[config.mk]
export PLATFORM = sky130hd
export DESIGN_NAME = rr_multichan_recorder_flat
export DESIGN_NICKNAME = d
export VERILOG_FILES = /design/src/rtl/rr_multichan_recorder_if.sv /design/src/rtl/rr_multichan_recorder.sv /design/src/flat_wrapper.sv
export SDC_FILE = /design/constraint.sdc
export NUM_CORES = 2
export LEC_CHECK = 0
export CAP_MARGIN = 5
export CORE_AREA = 2 2 385 387
export DETAILED_ROUTE_END_ITERATION = 7
export DIE_AREA = 0 0 387 389
export PLACE_DENSITY_LB_ADDON = 0.25
export REMOVE_ABC_BUFFERS = 1
export SYNTH_ARGS = -nofsm -noshare
export SYNTH_HDL_FRONTEND = slang
export SYNTH_SLANG_ARGS = --single-unit
[constraint.sdc]
create_clock -name clk -period 29.6 [get_ports clk]
set_input_delay 4.44 -clock clk [delete_from_list [all_inputs] [get_ports clk]]
set_output_delay 4.44 -clock clk [all_outputs]
set_load 0.02 [all_outputs]
[src/rtl/rr_multichan_recorder_if.sv]
// Grouped handshake and logging bus of rr_multichan_recorder.
// The recorder uses the slave modport; the driving/consuming side uses master.
interface rr_multichan_recorder_if #(
  parameter int NUM_CHANNELS = 5,
  parameter int TOTAL_WIDTH  = 320
);
  logic [NUM_CHANNELS-1:0] in_valid;
  logic [NUM_CHANNELS-1:0] in_ready;
  logic [TOTAL_WIDTH-1:0]  in_data;
  logic [NUM_CHANNELS-1:0] out_valid;
  logic [NUM_CHANNELS-1:0] out_ready;
  logic [TOTAL_WIDTH-1:0]  out_data;
  logic [NUM_CHANNELS-1:0] logb_valid;
  logic [TOTAL_WIDTH-1:0]  logb_data;
  logic [NUM_CHANNELS-1:0] loge_valid;
  logic                    logb_almful;

  modport master (
    output in_valid, in_data, out_ready, logb_almful,
    input  in_ready, out_valid, out_data, logb_valid, logb_data, loge_valid
  );

  modport slave (
    input  in_valid, in_data, out_ready, logb_almful,
    output in_ready, out_valid, out_data, logb_valid, logb_data, loge_valid
  );
endinterface

[src/rtl/rr_multichan_recorder.sv]
// N-channel valid/ready recorder: per-channel FIFOs plus a shared logb/loge logging bus.
// Define RR_RECORDER_CNT_EN to build the per-channel txn_cnt counters and the cnt_clr input.
module rr_multichan_recorder #(
`ifdef RR_RECORDER_CNT_EN
  parameter int CNT_WIDTH = 32,
`endif
  parameter int RR_CHANNEL_WIDTH_BITS = 32,
  parameter int NUM_CHANNELS = 5,
  parameter logic [NUM_CHANNELS-1:0][RR_CHANNEL_WIDTH_BITS-1:0] CHANNEL_WIDTHS = {5{32'd64}},
  parameter int BUF_DEPTH = 2
) (
  input  logic clk,
  input  logic rst,
  input  logic record_en,
`ifdef RR_RECORDER_CNT_EN
  input  logic cnt_clr,
  output logic [NUM_CHANNELS*CNT_WIDTH-1:0] txn_cnt,
`endif
  rr_multichan_recorder_if.slave bus
);

  function automatic int chan_offset(int idx);
    int acc;
    acc = 0;
    for (int k = 0; k < idx; k++) begin
      acc = acc + int'(CHANNEL_WIDTHS[k]);
    end
    return acc;
  endfunction

  localparam int TOTAL_WIDTH = chan_offset(NUM_CHANNELS);
  localparam int PTR_W = (BUF_DEPTH > 1) ? $clog2(BUF_DEPTH) : 1;
  localparam int CNT_W = $clog2(BUF_DEPTH + 1);

  logic                    gate_s;
  logic [NUM_CHANNELS-1:0] in_ready_s;
  logic [NUM_CHANNELS-1:0] out_valid_s;
  logic [NUM_CHANNELS-1:0] logb_valid_s;
  logic [NUM_CHANNELS-1:0] loge_valid_s;
  logic [TOTAL_WIDTH-1:0]  out_data_s;
  logic [TOTAL_WIDTH-1:0]  logb_data_s;

  // A nearly full sink stalls every channel at once, but only while recording.
  assign gate_s = record_en & bus.logb_almful;

  for (genvar ch = 0; ch < NUM_CHANNELS; ch++) begin : g_chan
    localparam int W   = int'(CHANNEL_WIDTHS[ch]);
    localparam int OFF = chan_offset(ch);

    logic [W-1:0]     mem_r [BUF_DEPTH];
    logic [PTR_W-1:0] wr_ptr_r;
    logic [PTR_W-1:0] rd_ptr_r;
    logic [CNT_W-1:0] cnt_r;
    logic [W-1:0]     payload_s;
    logic [W-1:0]     logb_data_r;
    logic             logb_valid_r;
    logic             loge_valid_r;
    logic             full_s;
    logic             push_s;
    logic             pop_s;

    assign payload_s         = bus.in_data[OFF +: W];
    assign full_s            = (cnt_r == CNT_W'(BUF_DEPTH));
    assign in_ready_s[ch]    = ~rst & ~full_s & ~gate_s;
    assign out_valid_s[ch]   = (cnt_r != {CNT_W{1'b0}});
    assign push_s            = bus.in_valid[ch] & in_ready_s[ch];
    assign pop_s             = out_valid_s[ch] & bus.out_ready[ch];
    assign out_data_s[OFF +: W]  = mem_r[rd_ptr_r];
    assign logb_data_s[OFF +: W] = logb_data_r;
    assign logb_valid_s[ch]  = logb_valid_r;
    assign loge_valid_s[ch]  = loge_valid_r;

    // FIFO storage, pointers and occupancy count
    always_ff @(posedge clk or posedge rst) begin
      if (rst) begin
        for (int k = 0; k < BUF_DEPTH; k++) begin
          mem_r[k] <= {W{1'b0}};
        end
        wr_ptr_r <= {PTR_W{1'b0}};
        rd_ptr_r <= {PTR_W{1'b0}};
        cnt_r    <= {CNT_W{1'b0}};
      end else begin
        if (push_s) begin
          mem_r[wr_ptr_r] <= payload_s;
          wr_ptr_r        <= wr_ptr_r + PTR_W'(1);
        end
        if (pop_s) begin
          rd_ptr_r <= rd_ptr_r + PTR_W'(1);
        end
        case ({push_s, pop_s})
          2'b10:   cnt_r <= cnt_r + CNT_W'(1);
          2'b01:   cnt_r <= cnt_r - CNT_W'(1);
          default: cnt_r <= cnt_r;
        endcase
      end
    end

    // Log strobes use record_en as seen in the handshake cycle
    always_ff @(posedge clk or posedge rst) begin
      if (rst) begin
        logb_valid_r <= 1'b0;
        loge_valid_r <= 1'b0;
        logb_data_r  <= {W{1'b0}};
      end else begin
        logb_valid_r <= record_en & push_s;
        loge_valid_r <= record_en & pop_s;
        if (record_en && push_s) begin
          logb_data_r <= payload_s;
        end
      end
    end

`ifdef RR_RECORDER_CNT_EN
    logic [CNT_WIDTH-1:0] txn_cnt_r;

    assign txn_cnt[ch*CNT_WIDTH +: CNT_WIDTH] = txn_cnt_r;

    // Saturating logged-beat counter; clear wins over increment
    always_ff @(posedge clk or posedge rst) begin
      if (rst) begin
        txn_cnt_r <= {CNT_WIDTH{1'b0}};
      end else if (cnt_clr) begin
        txn_cnt_r <= {CNT_WIDTH{1'b0}};
      end else if (record_en && push_s && (txn_cnt_r != {CNT_WIDTH{1'b1}})) begin
        txn_cnt_r <= txn_cnt_r + CNT_WIDTH'(1);
      end
    end
`endif
  end

  assign bus.in_ready   = in_ready_s;
  assign bus.out_valid  = out_valid_s;
  assign bus.out_data   = out_data_s;
  assign bus.logb_valid = logb_valid_s;
  assign bus.logb_data  = logb_data_s;
  assign bus.loge_valid = loge_valid_s;

endmodule

[src/flat_wrapper.sv]
// flat-port wrapper written by rule: the top's interface ports become plain ports
module rr_multichan_recorder_flat 
#(

  parameter int RR_CHANNEL_WIDTH_BITS = 32,
  parameter int NUM_CHANNELS = 5,
  parameter logic [NUM_CHANNELS-1:0][RR_CHANNEL_WIDTH_BITS-1:0] CHANNEL_WIDTHS = {5{32'd64}},
  parameter int BUF_DEPTH = 2
)
  (clk, rst, record_en, bus_in_valid, bus_in_data, bus_out_ready, bus_logb_almful, bus_in_ready, bus_out_valid, bus_out_data, bus_logb_valid, bus_logb_data, bus_loge_valid);
  rr_multichan_recorder_if #(.NUM_CHANNELS(NUM_CHANNELS), .TOTAL_WIDTH(((5) * (64)))) bus_i ();
  input  logic clk;
  input  logic rst;
  input  logic record_en;
  input wire logic [$bits(bus_i.in_valid)-1:0] bus_in_valid;
  input wire logic [$bits(bus_i.in_data)-1:0] bus_in_data;
  input wire logic [$bits(bus_i.out_ready)-1:0] bus_out_ready;
  input wire logic [$bits(bus_i.logb_almful)-1:0] bus_logb_almful;
  output wire logic [$bits(bus_i.in_ready)-1:0] bus_in_ready;
  output wire logic [$bits(bus_i.out_valid)-1:0] bus_out_valid;
  output wire logic [$bits(bus_i.out_data)-1:0] bus_out_data;
  output wire logic [$bits(bus_i.logb_valid)-1:0] bus_logb_valid;
  output wire logic [$bits(bus_i.logb_data)-1:0] bus_logb_data;
  output wire logic [$bits(bus_i.loge_valid)-1:0] bus_loge_valid;
  assign bus_i.in_valid = bus_in_valid;
  assign bus_i.in_data = bus_in_data;
  assign bus_i.out_ready = bus_out_ready;
  assign bus_i.logb_almful = bus_logb_almful;
  assign bus_in_ready = bus_i.in_ready;
  assign bus_out_valid = bus_i.out_valid;
  assign bus_out_data = bus_i.out_data;
  assign bus_logb_valid = bus_i.logb_valid;
  assign bus_logb_data = bus_i.logb_data;
  assign bus_loge_valid = bus_i.loge_valid;
  rr_multichan_recorder #(.RR_CHANNEL_WIDTH_BITS(RR_CHANNEL_WIDTH_BITS), .NUM_CHANNELS(NUM_CHANNELS), .CHANNEL_WIDTHS(CHANNEL_WIDTHS), .BUF_DEPTH(BUF_DEPTH)) u_core (.clk(clk), .rst(rst), .record_en(record_en), .bus(bus_i));
endmodule
==> impl_metrics.py <==
metrics = {
    "global_route": {
        "grtUsageTotal_pct": 16.05,
        "grt_max_degree": 152,
        "overflow": 0,
        "grt_pass1_vias": 26497,
        "antenna_found_initial": 11,
        "grt_pass1_wl_um": 182600,
    },
    "floorplanning": {
        "die-area_sq_um": 150500,
        "chipWidth_um": 387,
        "rows": 141,
        "die_height_um": 389,
        "initial_utilization_pct": 27.77,
        "ios": 994,
        "fp.coreArea_sq_um": 146600,
    },
    "clock_network": {
        "ctsHoldBuffers": 0,
        "htree_levels": 3,
        "postCtsSetupRepairBufs": 0,
        "clkLatencyLatePin_ns": 0.73,
        "cts_tree": "built",
        "clk_pin_slew_worst_paths_ns": 0.05,
        "cts_buffers": 115,
        "cts_buffer_depth": 3,
        "cts_root_buf": "clkbuf_16",
        "cts_sinks": 990,
        "cts_resized": 0,
    },
    "critical_path": {
        "cp_top_family": "buffers and inverters",
        "critPathCapture": "bus_in_ready[4]",
        "rrSetupSlack_ns": 26.74,
        "crit_path_end_kind": "primary output",
        "r2r_end": "u_core.g_chan[0].mem_r[11]$_DFFE_PP0P_",
        "worstPathCellList": "clkdlybuf4s50_1 > a21o_1 > nor2_1 > clkdlybuf4s50_1",
        "cp-startpoint": "rst",
        "crit_type": "in2out",
        "worstRegToRegCells": 4,
        "required_ns": 25.16,
        "cp_max_fo": 4,
        "cp_slowest_cell": "clkdlybuf4s50_1",
        "worstPathArrival_ns": 6.85,
        "worst_path_most_repeated_cell": "clkdlybuf4s50_1",
        "start_kind": "input pin",
        "crit_cells": 4,
        "cp_num_buf_inv": 2,
        "critical-path-max-stage-delay_ns": 0.75,
        "reg2reg_from": "u_core.g_chan[0].cnt_r[1]$_DFFE_PP0P_",
    },
    "run": {
        "cap_violations": 0,
    },
    "route": {
        "wl_um": 123600,
        "routedWlPerCell_um": 22.41,
        "drc_errors": 0,
        "ant_nets": 0,
        "drtIter0Drc": 721,
        "vias": 24689,
        "firstDrtPassIters": 6,
        "via_per_inst": 4.474,
    },
    "power": {
        "ir_worst_vdd_mv": 0.06205,
        "power_mw": 7.142,
        "power_density_nw_per_um2": 127.1,
        "leakage_nw": 23.34,
    },
    "synth": {
        "synth_edf_count": 0,
        "synth.most_common_cell": "mux2_2",
        "syn_area_per_cell_sq_um": 16.21,
        "synth-async-reset-ratio_pct": 100.0,
        "synth_area_sq_um": 40710,
        "synth_seq_cells": 990,
        "synth.cells.most_frequent": "mux2_2 (1,265), dfrtp_1 (990), buf_2 (71)",
        "synth_top_area_share_pct": 60.85,
        "ys_seq_area_share_pct": 60.85,
        "synth-main-ff-cell": "dfrtp_1",
        "synthDistinctLibCells": 25,
        "synthCells": 2512,
        "yosys-top-cells-area": "dfrtp_1 (61%), mux2_2 (35%), buf_2 (0.87%), buf_6 (0.50%), mux2_1 (0.41%)",
        "synth_top_area_cell": "dfrtp_1",
        "ys_warn_count": 0,
    },
    "timing": {
        "rsz0062_at_grt": "no",
        "setup_viol": 0,
        "setup_ws_ns": 18.31,
        "fin_crit_sh_pct": 38.13,
        "slew_headroom_pct": 27.00,
        "fin_skew_ns": 0.03414,
        "holdWs_ns": 0.4810,
        "finalCriticalPeriod_ns": 11.29,
        "tightestPinTransition_ns": 1.095,
        "slew_viol_final": 0,
        "report.final.hold_viol_count": 0,
        "fmax_mhz": 88.60,
    },
    "place": {
        "place.gp.congestion": 0.7829,
        "placed_area_sq_um": 52590,
        "dp_hpwl_um": 87540,
        "pre_cts_ws_ns": 18.26,
        "io_buffer_count": 993,
        "dp_cells": 5321,
    },
    "final_layout": {
        "fillers": 13920,
        "postLayoutCellArea_sq_um": 56200,
        "area_growth_pct": 38.04,
        "num-nets-final": 3847,
        "drive_gt1_share_pct": 41.29,
        "final_cells": 5518,
    },
    "hold_path": {
        "hp-class": "reg2reg",
    },
    "run_status": {
        "status": "complete, no violations",
    },
}
[stage by stage]
stage / setup TNS [ns] / util, %
5_1_grt: 0 / 38.33
4_1_cts: 0 / 38.32
2_1_floorplan: -2665.56 / -
3_5_place_dp: 0 / 35.87
6_report: 0 / 38.33
3_3_place_gp: 0 / 35.87
[sequential cells by signal (all words and copies together) (netlist names)]
signal / count
u_core.g_chan.rd_ptr_r: 5
u_core.g_chan.cnt_r: 10
u_core.g_chan.loge_valid_r: 5
u_core.g_chan.mem_r: 640
u_core.g_chan.wr_ptr_r: 5
u_core.g_chan.logb_valid_r: 5
u_core.g_chan.logb_data_r: 320
[routing by layer]
| metal | GRT usage (%) | routed length, um | up-vias |
|---|---|---|---|
| met5 | 0 | 57 | - |
| met1 | 18.81 | 48970 | 12887 |
| li1 | - | - | 10965 |
| met3 | 5.092 | 8815 | 174 |
| met2 | 28.10 | 62550 | 653 |
| met4 | 4.506 | 3238 | 10 |
[worst min path at each step]
stage                                             endpoint  depth (start not counted)  slack, ns                                    from
global placement    u_core.g_chan[0].mem_r[36]$_DFFE_PP0P_                          1       0.46  u_core.g_chan[0].mem_r[36]$_DFFE_PP0P_
floorplan            u_core.g_chan[1].wr_ptr_r$_DFFE_PP0N_                          1       0.45   u_core.g_chan[1].wr_ptr_r$_DFFE_PP0N_
detailed placement  u_core.g_chan[0].mem_r[38]$_DFFE_PP0P_                          1       0.47  u_core.g_chan[0].mem_r[38]$_DFFE_PP0P_
finish              u_core.g_chan[0].mem_r[35]$_DFFE_PP0P_                          1       0.48  u_core.g_chan[0].mem_r[35]$_DFFE_PP0P_
global route         u_core.g_chan[2].cnt_r[1]$_DFFE_PP0P_                          1       0.51   u_core.g_chan[2].cnt_r[1]$_DFFE_PP0P_
CTS                 u_core.g_chan[0].mem_r[35]$_DFFE_PP0P_                          1       0.49  u_core.g_chan[0].mem_r[35]$_DFFE_PP0P_
[logic make-up (layout without fill, tap and decap cells)]
logic type | after synthesis | count (layout) | share of synthesized area (%)
other | 0 | 6 | 0
muxes | 1280 | 1280 | 35.41
buffers and inverters | 155 | 1225 | 2.136
DFF | 990 | 990 | 60.85
AOI/OAI and AO/OA | 2 | 2 | 0.03997
and+or+nand+nor | 55 | 55 | 0.8729
adders and majority gates | 5 | 5 | 0.1537
xor gates and xnor gates | 25 | 25 | 0.5378
[where the power goes]
group / leakage, nW / internal, mW / switching [mW]
combinational: 9.73 / 1.80 / 1.61
sequential: 11.9 / 2.02 / 0.351
clock: 1.74 / 0.781 / 0.579
total: 23.3 / 4.60 / 2.54
[area by class of cell]
type                    count  area, sq um  share of cell area (%)
flip-flops and latches    990        24780                   44.10
repair buffers           1028        10230                   18.20
clock buffers             169         3282                   5.840
inverters                   6        30.03                 0.05344
well taps                1930         2415                   4.297
clock inverters            22        305.3                  0.5433
diodes                      6        15.01                 0.02672
multi-input cells        1367        15140                   26.94
[cell usage in the layout (no fill, tap or decap)]
cell / synthesis / layout
bufinv_16: 0 / 2
mux2_1: 15 / 15
ha_1: 5 / 5
clkinv_2: 0 / 9
nand3_1: 10 / 5
clkdlybuf4s50_1: 0 / 993
clkinvlp_4: 0 / 2
a21o_1: 1 / 1
dfrtp_1: 990 / 985
inv_6: 0 / 1
clkbuf_1: 43 / 35
nand2_1: 2 / 2
clkinv_4: 0 / 3
buf_12: 0 / 2
mux2_2: 1265 / 1265
a21oi_2: 1 / 1
and2_1: 8 / 8
nor3_4: 2 / 2
dfrtp_2: 0 / 4
nor3b_4: 0 / 1
buf_4: 17 / 33
inv_8: 0 / 1
nor2_1: 7 / 7
clkbuf_8: 0 / 18
clkinv_16: 0 / 5
or2_2: 5 / 5
nand4b_1: 5 / 5
and3_1: 5 / 5
dfrtp_4: 0 / 1
xnor2_1: 15 / 15
nand2b_1: 5 / 5
inv_1: 6 / 5
and4_2: 0 / 3
diode_2: 0 / 6
nand3_4: 0 / 5
nor2b_1: 2 / 2
clkbuf_16: 0 / 116
xor2_1: 10 / 10
No activity file was read; power rests on OpenSTA's default activity.
